===== src/rtl/prng_pkg.sv =====
// Shared constants, types and width helpers for the PRNG word server.
package prng_pkg;

    localparam int PRNG_W = 128;
    localparam int WORD_W = 32;

    typedef logic [PRNG_W-1:0] sample_t;
    typedef logic [WORD_W-1:0] word_t;

    function automatic int slice_count(input int in_w, input int out_w);
        return in_w / out_w;
    endfunction

    // Counter/pointer width that never collapses to zero bits.
    function automatic int clog2_min1(input int n);
        return (n <= 1) ? 1 : $clog2(n);
    endfunction

    function automatic int level_width(input int depth);
        return $clog2(depth + 1);
    endfunction

endpackage


===== src/rtl/prng_sync_fifo.sv =====
// DEPTH x WIDTH synchronous FIFO with push/pop/flush and an occupancy count.
module prng_sync_fifo
    import prng_pkg::*;
#(
    parameter int WIDTH = PRNG_W,
    parameter int DEPTH = 4
) (
    input  logic                          clk,
    input  logic                          reset,
    input  logic                          i_push,
    input  logic                          i_pop,
    input  logic                          i_flush,
    input  logic [WIDTH-1:0]              i_wr_data,
    output logic [WIDTH-1:0]              o_head,
    output logic                          o_full,
    output logic                          o_empty,
    output logic [level_width(DEPTH)-1:0] o_level
);

    localparam int PTR_W = clog2_min1(DEPTH);
    localparam int LVL_W = level_width(DEPTH);

    logic [WIDTH-1:0] r_mem [DEPTH];
    logic [PTR_W-1:0] r_wr_ptr;
    logic [PTR_W-1:0] r_rd_ptr;
    logic [LVL_W-1:0] r_level;
    logic             w_push;
    logic             w_pop;

    assign o_full  = (r_level == LVL_W'(DEPTH));
    assign o_empty = (r_level == '0);
    assign o_level = r_level;
    assign o_head  = r_mem[r_rd_ptr];

    // Flush wins over both ports; a full FIFO refuses a push even if popped this cycle.
    assign w_push = i_push && !o_full && !i_flush;
    assign w_pop  = i_pop && !o_empty && !i_flush;

    always_ff @(posedge clk or posedge reset) begin
        if (reset) begin
            for (int i = 0; i < DEPTH; i++) begin
                r_mem[i] <= '0;
            end
        end else if (w_push) begin
            r_mem[r_wr_ptr] <= i_wr_data;
        end
    end

    always_ff @(posedge clk or posedge reset) begin
        if (reset) begin
            r_wr_ptr <= '0;
            r_rd_ptr <= '0;
            r_level  <= '0;
        end else if (i_flush) begin
            r_wr_ptr <= '0;
            r_rd_ptr <= '0;
            r_level  <= '0;
        end else begin
            if (w_push) begin
                r_wr_ptr <= r_wr_ptr + PTR_W'(1);
            end
            if (w_pop) begin
                r_rd_ptr <= r_rd_ptr + PTR_W'(1);
            end
            case ({w_push, w_pop})
                2'b10:   r_level <= r_level + LVL_W'(1);
                2'b01:   r_level <= r_level - LVL_W'(1);
                default: r_level <= r_level;
            endcase
        end
    end

endmodule


===== src/rtl/prng_word_server.sv =====
// Decimates the free-running PRNG state into a FIFO and serves it as OUT_W-bit words.
// Optional repetition/all-zero health test enabled by defining PRNG_HEALTH_TEST_EN.
module prng_word_server
    import prng_pkg::*;
#(
    parameter int IN_W      = PRNG_W,
    parameter int OUT_W     = 32,
    parameter int DEPTH     = 4,
    parameter int DECIM     = 128,
    parameter int REP_LIMIT = 3
) (
    input  logic                          clk,
    input  logic                          reset,
    input  logic [IN_W-1:0]               i_src_data,
    input  logic                          i_src_valid,
    output logic                          o_src_ready,
    output logic                          o_rd_valid,
    input  logic                          i_rd_ready,
    output logic [OUT_W-1:0]              o_rd_data,
    output logic [level_width(DEPTH)-1:0] o_fill_level,
    output logic                          o_health_fail
);

    localparam int NSLICE = slice_count(IN_W, OUT_W);
    localparam int SL_W   = clog2_min1(NSLICE);
    localparam int CNT_W  = clog2_min1(DECIM);

    if (IN_W % OUT_W != 0) begin : g_bad_width
        $error("IN_W must be a multiple of OUT_W");
    end
    if (DEPTH < 2 || (DEPTH & (DEPTH - 1)) != 0) begin : g_bad_depth
        $error("DEPTH must be a power of 2 and at least 2");
    end
    if (DECIM < 1 || REP_LIMIT < 2) begin : g_bad_rate
        $error("DECIM must be >= 1 and REP_LIMIT >= 2");
    end

    logic [CNT_W-1:0] r_decim_cnt;
    logic [SL_W-1:0]  r_slice;
    logic             w_sample;
    logic             w_push;
    logic             w_pop;
    logic             w_flush;
    logic             w_health_fail;
    logic             w_full;
    logic             w_empty;
    logic             w_hs;
    logic             w_last_slice;
    logic [IN_W-1:0]  w_head;

    // The wrap cycle of the decimation counter is the sample point.
    assign w_sample = i_src_valid && (r_decim_cnt == CNT_W'(DECIM - 1));

    always_ff @(posedge clk or posedge reset) begin
        if (reset) begin
            r_decim_cnt <= '0;
        end else if (i_src_valid) begin
            r_decim_cnt <= w_sample ? '0 : r_decim_cnt + CNT_W'(1);
        end
    end

`ifdef PRNG_HEALTH_TEST_EN
    localparam int REP_W = $clog2(REP_LIMIT + 1);

    logic [IN_W-1:0]  r_prev_sample;
    logic [REP_W-1:0] r_rep_cnt;
    logic             r_health_fail;
    logic [REP_W-1:0] w_rep_next;
    logic             w_fail_now;

    always_comb begin
        w_rep_next = REP_W'(1);
        if (i_src_data == r_prev_sample) begin
            w_rep_next = (r_rep_cnt == REP_W'(REP_LIMIT)) ? r_rep_cnt : r_rep_cnt + REP_W'(1);
        end
    end

    // Dropped samples are tested too, so this does not look at FIFO space.
    assign w_fail_now = w_sample && ((w_rep_next >= REP_W'(REP_LIMIT)) || (i_src_data == '0));

    always_ff @(posedge clk or posedge reset) begin
        if (reset) begin
            r_prev_sample <= '0;
            r_rep_cnt     <= '0;
            r_health_fail <= 1'b0;
        end else begin
            if (w_sample) begin
                r_prev_sample <= i_src_data;
                r_rep_cnt     <= w_rep_next;
            end
            if (w_fail_now) begin
                r_health_fail <= 1'b1;
            end
        end
    end

    // Flush on the failing edge so the FIFO is empty when health_fail first shows.
    assign w_health_fail = r_health_fail;
    assign w_flush       = w_fail_now || r_health_fail;
`else
    assign w_health_fail = 1'b0;
    assign w_flush       = 1'b0;
`endif

    assign w_push = w_sample && !w_full && !w_health_fail;

    prng_sync_fifo #(
        .WIDTH (IN_W),
        .DEPTH (DEPTH)
    ) u_fifo (
        .clk       (clk),
        .reset     (reset),
        .i_push    (w_push),
        .i_pop     (w_pop),
        .i_flush   (w_flush),
        .i_wr_data (i_src_data),
        .o_head    (w_head),
        .o_full    (w_full),
        .o_empty   (w_empty),
        .o_level   (o_fill_level)
    );

    assign o_rd_valid   = !w_empty && !w_health_fail;
    assign w_hs         = o_rd_valid && i_rd_ready;
    assign w_last_slice = (r_slice == SL_W'(NSLICE - 1));
    assign w_pop        = w_hs && w_last_slice;

    always_ff @(posedge clk or posedge reset) begin
        if (reset) begin
            r_slice <= '0;
        end else if (w_flush) begin
            r_slice <= '0;
        end else if (w_hs) begin
            r_slice <= w_last_slice ? '0 : r_slice + SL_W'(1);
        end
    end

    assign o_rd_data     = w_head[int'(r_slice) * OUT_W +: OUT_W];
    assign o_src_ready   = !w_full;
    assign o_health_fail = w_health_fail;

endmodule


===== config.mk =====
export PLATFORM = sky130hd
export DESIGN_NAME = prng_word_server
export DESIGN_NICKNAME = d
export VERILOG_FILES = /design/src/rtl/prng_pkg.sv /design/src/rtl/prng_sync_fifo.sv /design/src/rtl/prng_word_server.sv
export SDC_FILE = /design/constraint.sdc
export NUM_CORES = 1
export LEC_CHECK = 0
export BUFFER_PORTS_ARGS = -buffer_cell sky130_fd_sc_hd__buf_2
export CAP_MARGIN = 20
export CORE_AREA = 2 2 232 165
export DETAILED_ROUTE_END_ITERATION = 10
export DIE_AREA = 0 0 234 167
export GPL_TIMING_DRIVEN = 1
export PLACE_DENSITY_LB_ADDON = 0.25
export SYNTH_ARGS = -nofsm -noshare
export SYNTH_HDL_FRONTEND = slang
export SYNTH_SLANG_ARGS = --single-unit

===== constraint.sdc =====
create_clock -name clk -period 41.9 [get_ports clk]
set_input_delay 2.095 -clock clk [delete_from_list [all_inputs] [get_ports clk]]
set_output_delay 2.095 -clock clk [all_outputs]
set_load 0.01 [all_outputs]

==> results.txt, run 1 <==
The share of synthesized flip-flops with an asynchronous set or reset is 100.0%. The standard cell core area is 36840 um^2. The cell depth of the worst min-delay path is 1. The initial DRC count is 884. The root buffer selected by CTS is sky130_fd_sc_hd__clkbuf_16. The minimum clock period after layout came out at 6381 ps. The critical path buffer and inverter count is 3. The final layout contains 1706 nets.

The type of destination of the critical path is an output pin. The DRC violation count after routing came out at 0. The number of warning messages in the yosys log came out at 0. The required time of the worst setup path is 39810 ps.

The largest net degree at the start of global routing is 168. The final period utilization is 15.23%. The H-tree depth reported by CTS came out at 2.

The number of cells on the worst reg-to-reg path is 7. The setup slack of the most critical reg-to-reg path is 38780 ps. The global routing stage identified its most utilized layer as met2. The number of primary I/O pins is 170.

Yosys attributes the largest share of cell area to sky130_fd_sc_hd__dfrtp_1, sky130_fd_sc_hd__mux2_2, sky130_fd_sc_hd__mux4_2. The post-route clock skew came out at 13.35 ps. The number of hold-slack violations in the final timing report came out at 0.

OpenSTA, run right after detailed placement, puts the worst setup slack at 35990 ps. The antenna violation net count after detailed routing came out at 0. The relative max-transition margin came out at 35.57%.

The most common cell in the netlist is sky130_fd_sc_hd__dfrtp_1. The flow ran to the end, and the final reports show no timing, DRC or antenna violations. Across all layers, the routed design uses 13168 vias.

The met2 demand-to-capacity share in global routing is 45.44%. The aggregate global routing overflow is 0. Counting stages on the worst path, the most repeated cell is sky130_fd_sc_hd__buf_4. After synthesis, the mean cell area works out to 16.59 um^2. The commonest cells after synthesis are sky130_fd_sc_hd__dfrtp_1, sky130_fd_sc_hd__mux2_2, sky130_fd_sc_hd__mux4_2. On the worst path, the slowest cell contributes a delay of 950 ps.

The post-route setup TNS came out at 0 ps. The placer's final routability congestion estimate came out at 0.7476. The worst hold path terminates at u_fifo.r_mem[336]. The number of fill cells in the layout came out at 2371. TritonCTS built the clock tree. The signal on the critical path passes through buf_4 > buf_4 > mux4_2 > a22oi_1 > nand2_1 > buf_2. The ratio of total power to cell area came out at 45.93 nW/um^2. The count of state elements after synthesis is 528. The critical setup path kind is reg -> out. The synthesized design contains 0 enable-type register cells.

The critical path data arrival time is 4290 ps. Counting distinct cell types in the post-synthesis netlist gives 31. The total area of multi-input combinational cells is 9768 um^2. The mean number of vias per cell came out at 6.294.

The area fraction of the dominant cell type after synthesis is 55.73%. The worst setup path is launched from a flop. The final count of negative-setup-slack endpoints is 0. The synthesized area is 23710 um^2. When the netlist entered floorplanning its net count stood at 1569.

The insertion delay to the later sink of the worst-skew pair came out at 560 ps. The post-route netlist has 56.34% of its cells at a drive strength greater than 1. The number of buffers added on ports came out at 168. The worst-case vdd ir drop is 0.03728 mV. The post-CTS resize count is 0. The gate count after technology mapping is 1429.

Cells fill 71.08% of the core in the end. The layout-stage area growth over the synthesis result came out at 10.45%. Among all stages on the critical path, the largest delay is contributed by sky130_fd_sc_hd__dfrtp_4.

The clock transition at the register clock pins on the worst setup and hold paths after CTS is 60 ps. Of all nets on the critical path, the largest fanout is 55. For this design, the CTS-stage hold fixing added 0 buffers.

The clock passes through at most 3 buffers. For this design the static power due to leakage is 0.01335 uW. The startpoint of the worst register-to-register path is r_decim_cnt[0]. The max-cap violation count came out at 0. The worst register-to-register path ends at u_fifo.r_mem[16]. The fmax is 0.1567 GHz. Among cell families on the critical path, the largest total delay comes from buffers and inverters. The worst min-delay path class is reg -> reg. The critical path depth in cells came out at 6. The non-filler instance count after layout is 2092. The transition time at the pin with the least slew margin came out at 966.4 ps.

The site row count is 59. Buffers inserted during clock tree synthesis total 49. The worst hold path begins at u_fifo.r_mem[336]. The routed length per instance came out at 25.15 um. The initial core utilization is 64.36%.

The initial antenna violation count is 28. The first TritonRoute pass finished after 5 iterations. The total number of clock tree sinks came out at 528. The first global-routing pass estimated 84.24 mm of wire. Sequential elements use 55.73% of the synthesized area. The most used flip-flop cell after synthesis is sky130_fd_sc_hd__dfrtp_1. sky130_fd_sc_hd__dfrtp_1 takes more of the synthesized area than any other cell. The placed cell count is 2001. The width of the chip came out at 234 um. The worst hold margin came out at 496.1 ps. The die height came out at 167 um. The sum of net half-perimeters after detailed placement came out at 32.93 mm. Setup repair after global routing left no endpoint under its margin. The met1 routing resource usage after global routing is 39.33%. The die area came out at 39080 um^2. The overall fraction of global-route tracks in use is 28.34%. The number of pins with negative max-slew slack in the final report came out at 0. The global routing usage on met3 came out at 5.890%.

The number of global-route vias before repair came to 14579. The wire length after detailed routing came out at 52.61 mm. The total area of sequential cells came out at 13220 um^2.

Once routing completed, OpenROAD measured the worst setup slack at 35520 ps. The post-CTS setup buffer count came out at 0.
==> routing by layer <==
metal,up-vias,share of wire (%)
li1,5660,-
met3,97,5.1
met4,14,2.2
met1,7076,43
met5,-,0.17
met2,321,50
==> registers in the layout (all words and copies together) (netlist names) <==
name             cells
r_decim_cnt          7
u_fifo.r_wr_ptr      2
u_fifo.r_mem       512
u_fifo.o_level       3
u_fifo.r_rd_ptr      2
r_slice              2
==> worst max path at each step <==
| stage | from | end | slack (ps) |
|---|---|---|---|
| after floorplan | reset | r_decim_cnt[0] | 25050 |
| after global placement | u_fifo.r_rd_ptr[0] | o_rd_data[0] | 36070 |
| after detailed placement | u_fifo.r_rd_ptr[0] | o_rd_data[0] | 35990 |
| after CTS | u_fifo.r_rd_ptr[0] | o_rd_data[0] | 35400 |
| after global routing | u_fifo.r_rd_ptr[0] | o_rd_data[0] | 35250 |
| final | u_fifo.r_rd_ptr[0] | o_rd_data[0] | 35520 |
==> area by class of cell <==
type                       instances  area share [%]
antenna                           12          0.1147
clock buffer                      69           5.314
clock inverter                     8          0.3441
inverter                           8          0.1434
tap                              488           2.332
timing repair buffer             187           3.957
sequential                       528           50.49
multi-input combinational        792           37.31
==> per-stage QoR <==
| step | instance area, um^2 | total power, uW |
|---|---|---|
| floorplan | 23710 | 717.0 |
| global placement | 24620 | 782.0 |
| detailed placement | 24620 | 789.4 |
| CTS | 26100 | 1212 |
| global route | 26180 | 1255 |
| finish | 26180 | 1203 |
==> where the power goes <==
group | switching (uW) | internal [uW]
clock network | 183 | 241
logic | 121 | 88.4
registers | 35.7 | 533
==> cells in the final DEF (no fill, tap or decap), drive strengths merged <==
master     n
dfrtp    528
mux2     513
buf      187
mux4     128
clkbuf    69
a22oi     64
nand2     43
diode     12
inv        8
xnor2      7
ha         7
nor2       7
clkinv     6
xor2       4
nor2b      2
or3        2
o21ai      2
mux2i      2
nor3       2
bufinv     2
nand4      2
a2111oi    1
and2       1
and3       1
a21o       1
a21oi      1
fa         1
conb       1
==> logic make-up (layout without fill, tap and decap cells) <==
group                      Yosys count  in the layout  synth area share, %
muxes                              643            643                36.61
adders and majority gates            8              8               0.4539
buffers and inverters              109            272                3.388
AOI/OAI and AO/OA                   69             69                2.238
and+or+nand+nor                     60             60                1.151
xor gates and xnor gates            11             11               0.4064
other                                1             13              0.01582
DFF                                528            528                55.73
(Power assumes the default switching activity.)
==> run 2, diff against run 1 <==
--- a/config.mk
+++ b/config.mk
@@ -7,9 +7,9 @@
 export LEC_CHECK = 0
 export BUFFER_PORTS_ARGS = -buffer_cell sky130_fd_sc_hd__buf_2
 export CAP_MARGIN = 20
-export CORE_AREA = 2 2 232 165
+export CORE_AREA = 2 2 241 172
 export DETAILED_ROUTE_END_ITERATION = 10
-export DIE_AREA = 0 0 234 167
+export DIE_AREA = 0 0 243 174
 export GPL_TIMING_DRIVEN = 1
 export PLACE_DENSITY_LB_ADDON = 0.25
 export SYNTH_ARGS = -nofsm -noshare
==> constraint.sdc (replaced) <==
create_clock -name clk -period 6.2 [get_ports clk]
set_input_delay 0.31 -clock clk [delete_from_list [all_inputs] [get_ports clk]]
set_output_delay 0.31 -clock clk [all_outputs]
set_load 0.01 [all_outputs]
==> run 2 against run 1 <==
  * Power increased to 7.2 times the previous value
  * Wire length about the same
  * Clock-buffer cell count decreased by 1
  * First-iteration DRC count decreased by 11%
  * Clock power increased to 8.0 times the previous value
  * Flip-flop and latch count unchanged
  * Largest cell class unchanged
  * Worst hold slack got worse by 480 ps
  * Final cell count increased by 5.4%
  * Sequential share of layout area decreased by 1.7 points
  * Setup slack got worse by 33000 ps
==> results.txt, run 2 (synthesis results as in run 1) <==
The final count of negative-setup-slack endpoints is 0 (unchanged). The number of nets in the layout is 1752 (+2.7%). The number of pins with negative max-slew slack in the final report came out at 0 (unchanged). The post-route setup TNS is 0 ps (unchanged). The via count came out at 13260 (+0.70%). The initial core utilization came out at 59.00% (-5.4 points).

The maximum fanout count along the critical path is 40 (-27%). The fraction of layout instances using a drive strength above 1 is 55.84% (-0.51 points). The ratio of total power to cell area is 321.2 nW/um^2 (+600%). The number of hold-slack violations in the final timing report came to 0 (unchanged). The TritonCTS clock tree is done.

The number of cells on the worst reg-to-reg path is 7 (unchanged). The final period utilization is 57.06%. The die height is 174 um (+4.2%). In this run the worst hold path is classified as in -> reg. The static leakage is 0.01373 uW (+2.8%). The cell depth of the worst min-delay path came to 2 (+1). Traced cell by cell, the critical path runs through buf_4 > mux4_2 > a22oi_1 > nand2_1 > buf_2. The start point of the worst min-delay path is i_src_data[120]. The critical path's largest stage delay is 900 ps (-50 ps). The width of the chip came out at 243 um (+3.8%).

u_fifo.r_mem holds more flip-flops than any other register. The required time of the worst setup path is 5890 ps (-33920 ps). The clock transition at the register clock pins on the worst setup and hold paths after CTS is 70 ps (about the same). The terminating pin of the worst hold path is u_fifo.r_mem[504]. The insertion delay to the later sink of the worst-skew pair came to 580 ps (+20 ps). The deepest clock path buffer count is 3 (unchanged). The minimum clock period after layout came out at 3538 ps.

The initial DRC count came out at 784 (-11%). Leaving out fill and tap cells, the most frequent cells in the layout are sky130_fd_sc_hd__dfrtp_1, sky130_fd_sc_hd__mux2_2, sky130_fd_sc_hd__buf_2. The category of the worst setup path launch point is a flop. The end-of-flow core utilization came out at 67.37% (-3.7 points). The wire length after detailed routing came out at 52.61 mm (about the same). On the critical path, the stage with the largest delay is an instance of sky130_fd_sc_hd__dfrtp_4. The sum of net half-perimeters after detailed placement was 31.62 mm (-4.0%). The transition time at the pin with the least slew margin was 1098 ps (+132.1 ps). The largest net degree at the start of global routing is 179 (+6.5%). The number of buffers added on ports is 168 (unchanged). STA classifies the critical path endpoint as an output pin. The relative max-transition margin came out at 26.77% (-8.8 points). The standard cell core area is 40180 um^2 (+9.1%). The setup slack of the most critical reg-to-reg path came out at 3090 ps (-35690 ps). The overall fraction of global-route tracks in use is 25.67% (-2.7 points). The worst-case vdd ir drop came out at 0.3046 mV (+720%). The H-tree depth reported by CTS is 2 (unchanged). The worst hold margin was 13.47 ps (-482.6 ps). The max-cap violation count is 0 (unchanged). The startpoint identified for the worst register-to-register timing path is r_decim_cnt[0].

The total number of clock tree sinks came out at 528 (unchanged). Compared with the post-synthesis result, the final layout area differs by 14.19%. The worst register-to-register path ends at u_fifo.r_mem[288]. The first-pass detailed-route iteration total was 4 (-1). The global-route wire length before repair came out at 83.96 mm (-0.34%). The antenna violation net count after detailed routing came out at 0 (unchanged). Setup repair after global routing left no endpoint under its margin. The number of global-route vias before repair came out at 14620 (+0.28%).

The die area is 42280 um^2 (+8.2%). The routed length per instance came to 23.85 um (-5.2%). The DRC violation count after routing came out at 0 (unchanged).

Tracing the worst setup path back leads to its startpoint at u_fifo.r_rd_ptr[0]. The critical path data arrival time came out at 3230 ps (-1060 ps). The initial antenna violation count was 18 (-36%).

By startpoint and endpoint, the worst setup path is classified as reg -> out. The number of flip-flops under the largest register name is 512 (unchanged). The mean number of vias per cell is 6.011 (-4.5%). The commonest non-fill, non-tap cell in the layout is sky130_fd_sc_hd__dfrtp_1. The fmax is 0.2826 GHz. The overall power is 8696 uW (+620%). The number of fill cells in the layout came out at 2829 (+19%). The number of primary I/O pins is 170 (unchanged). The aggregate global routing overflow is 0 (unchanged).

The number of buffers added by the clock tree synthesis step came out at 50 (+2.0%). The cell sitting at the root of the clock tree is a sky130_fd_sc_hd__clkbuf_16. The site row count came out at 62 (+5.1%). The post-route clock skew is 15.17 ps (+1.814 ps). The run finished with clean final reports. The placer's final routability congestion estimate came out at 0.7569 (+1.2%).
-- run 2: cell types whose count changed in the layout (fill, tap and decap cells not counted), sizes merged --
cell	previous run	this run
clkinvlp	0	2
bufinv	2	9
clkinv	6	15
inv	8	7
diode	12	9
buf	187	188
clkbuf	69	68
dlygate4sd3	0	44
-- run 2: per-layer routing --
layer / part of all wire, % / track usage (%)
met4: 3.2 / 8.538
met3: 4.0 / 4.508
met2: 50 / 42.86
met5: 0.10 / 0
met1: 43 / 34.57
-- run 2: report_power, final --
| group | total [uW] | switching (uW) | internal (uW) | leakage (uW) |
|---|---|---|---|---|
| Combinational | 1490 | 865 | 623 | 0.00547 |
| Clock | 3380 | 1320 | 2070 | 0.000929 |
| Sequential | 3820 | 219 | 3600 | 0.00733 |
-- run 2: worst max path at each step --
stage                         to  slack [ps]  cells past startpoint
2_1_floorplan     r_decim_cnt[0]       -1290                      1
3_3_place_gp       o_rd_data[17]        3120                      5
3_5_place_dp   u_fifo.r_mem[376]        3080                      7
4_1_cts            o_rd_data[17]        2590                      5
5_1_grt            o_rd_data[17]        2480                      5
6_report           o_rd_data[17]        2660                      5
-- run 2: area by class of cell --
class                      count  area, um^2  area share (%)
tap                          544       680.7           2.514
clock buffer                  68        1503           5.551
timing repair buffer         232        1489           5.500
clock inverter                25       352.8           1.303
antenna                        9       22.52         0.08319
multi-input combinational    792        9769           36.09
sequential                   528       13220           48.84
inverter                       8       33.78          0.1248
-- run 2: timing repair --
action                                  4_1_cts  5_1_grt
endpoints found under the hold margin       116        0
endpoints found under the setup margin        0        0
buffers inserted                              0        0
hold buffers                                 44        0
resized for setup                             0        0
-- run 2: worst max-delay path: cells and delay by family (launching register included) --
kind / cells / cell delay [ps]
compound gates: 1 / 310
buf+inv: 2 / 710
simple gates: 1 / 120
flops: 1 / 900
mux: 1 / 560
-- run 2: per-stage QoR --
stage	instance area, um^2	worst slack, ps	std cells
3_5_place_dp	24730	3084	2059
4_1_cts	27020	2589	2196
3_3_place_gp	24730	3123	2059
2_1_floorplan	23710	-1286	1429
5_1_grt	27060	2477	2202
6_report	27070	2662	2206
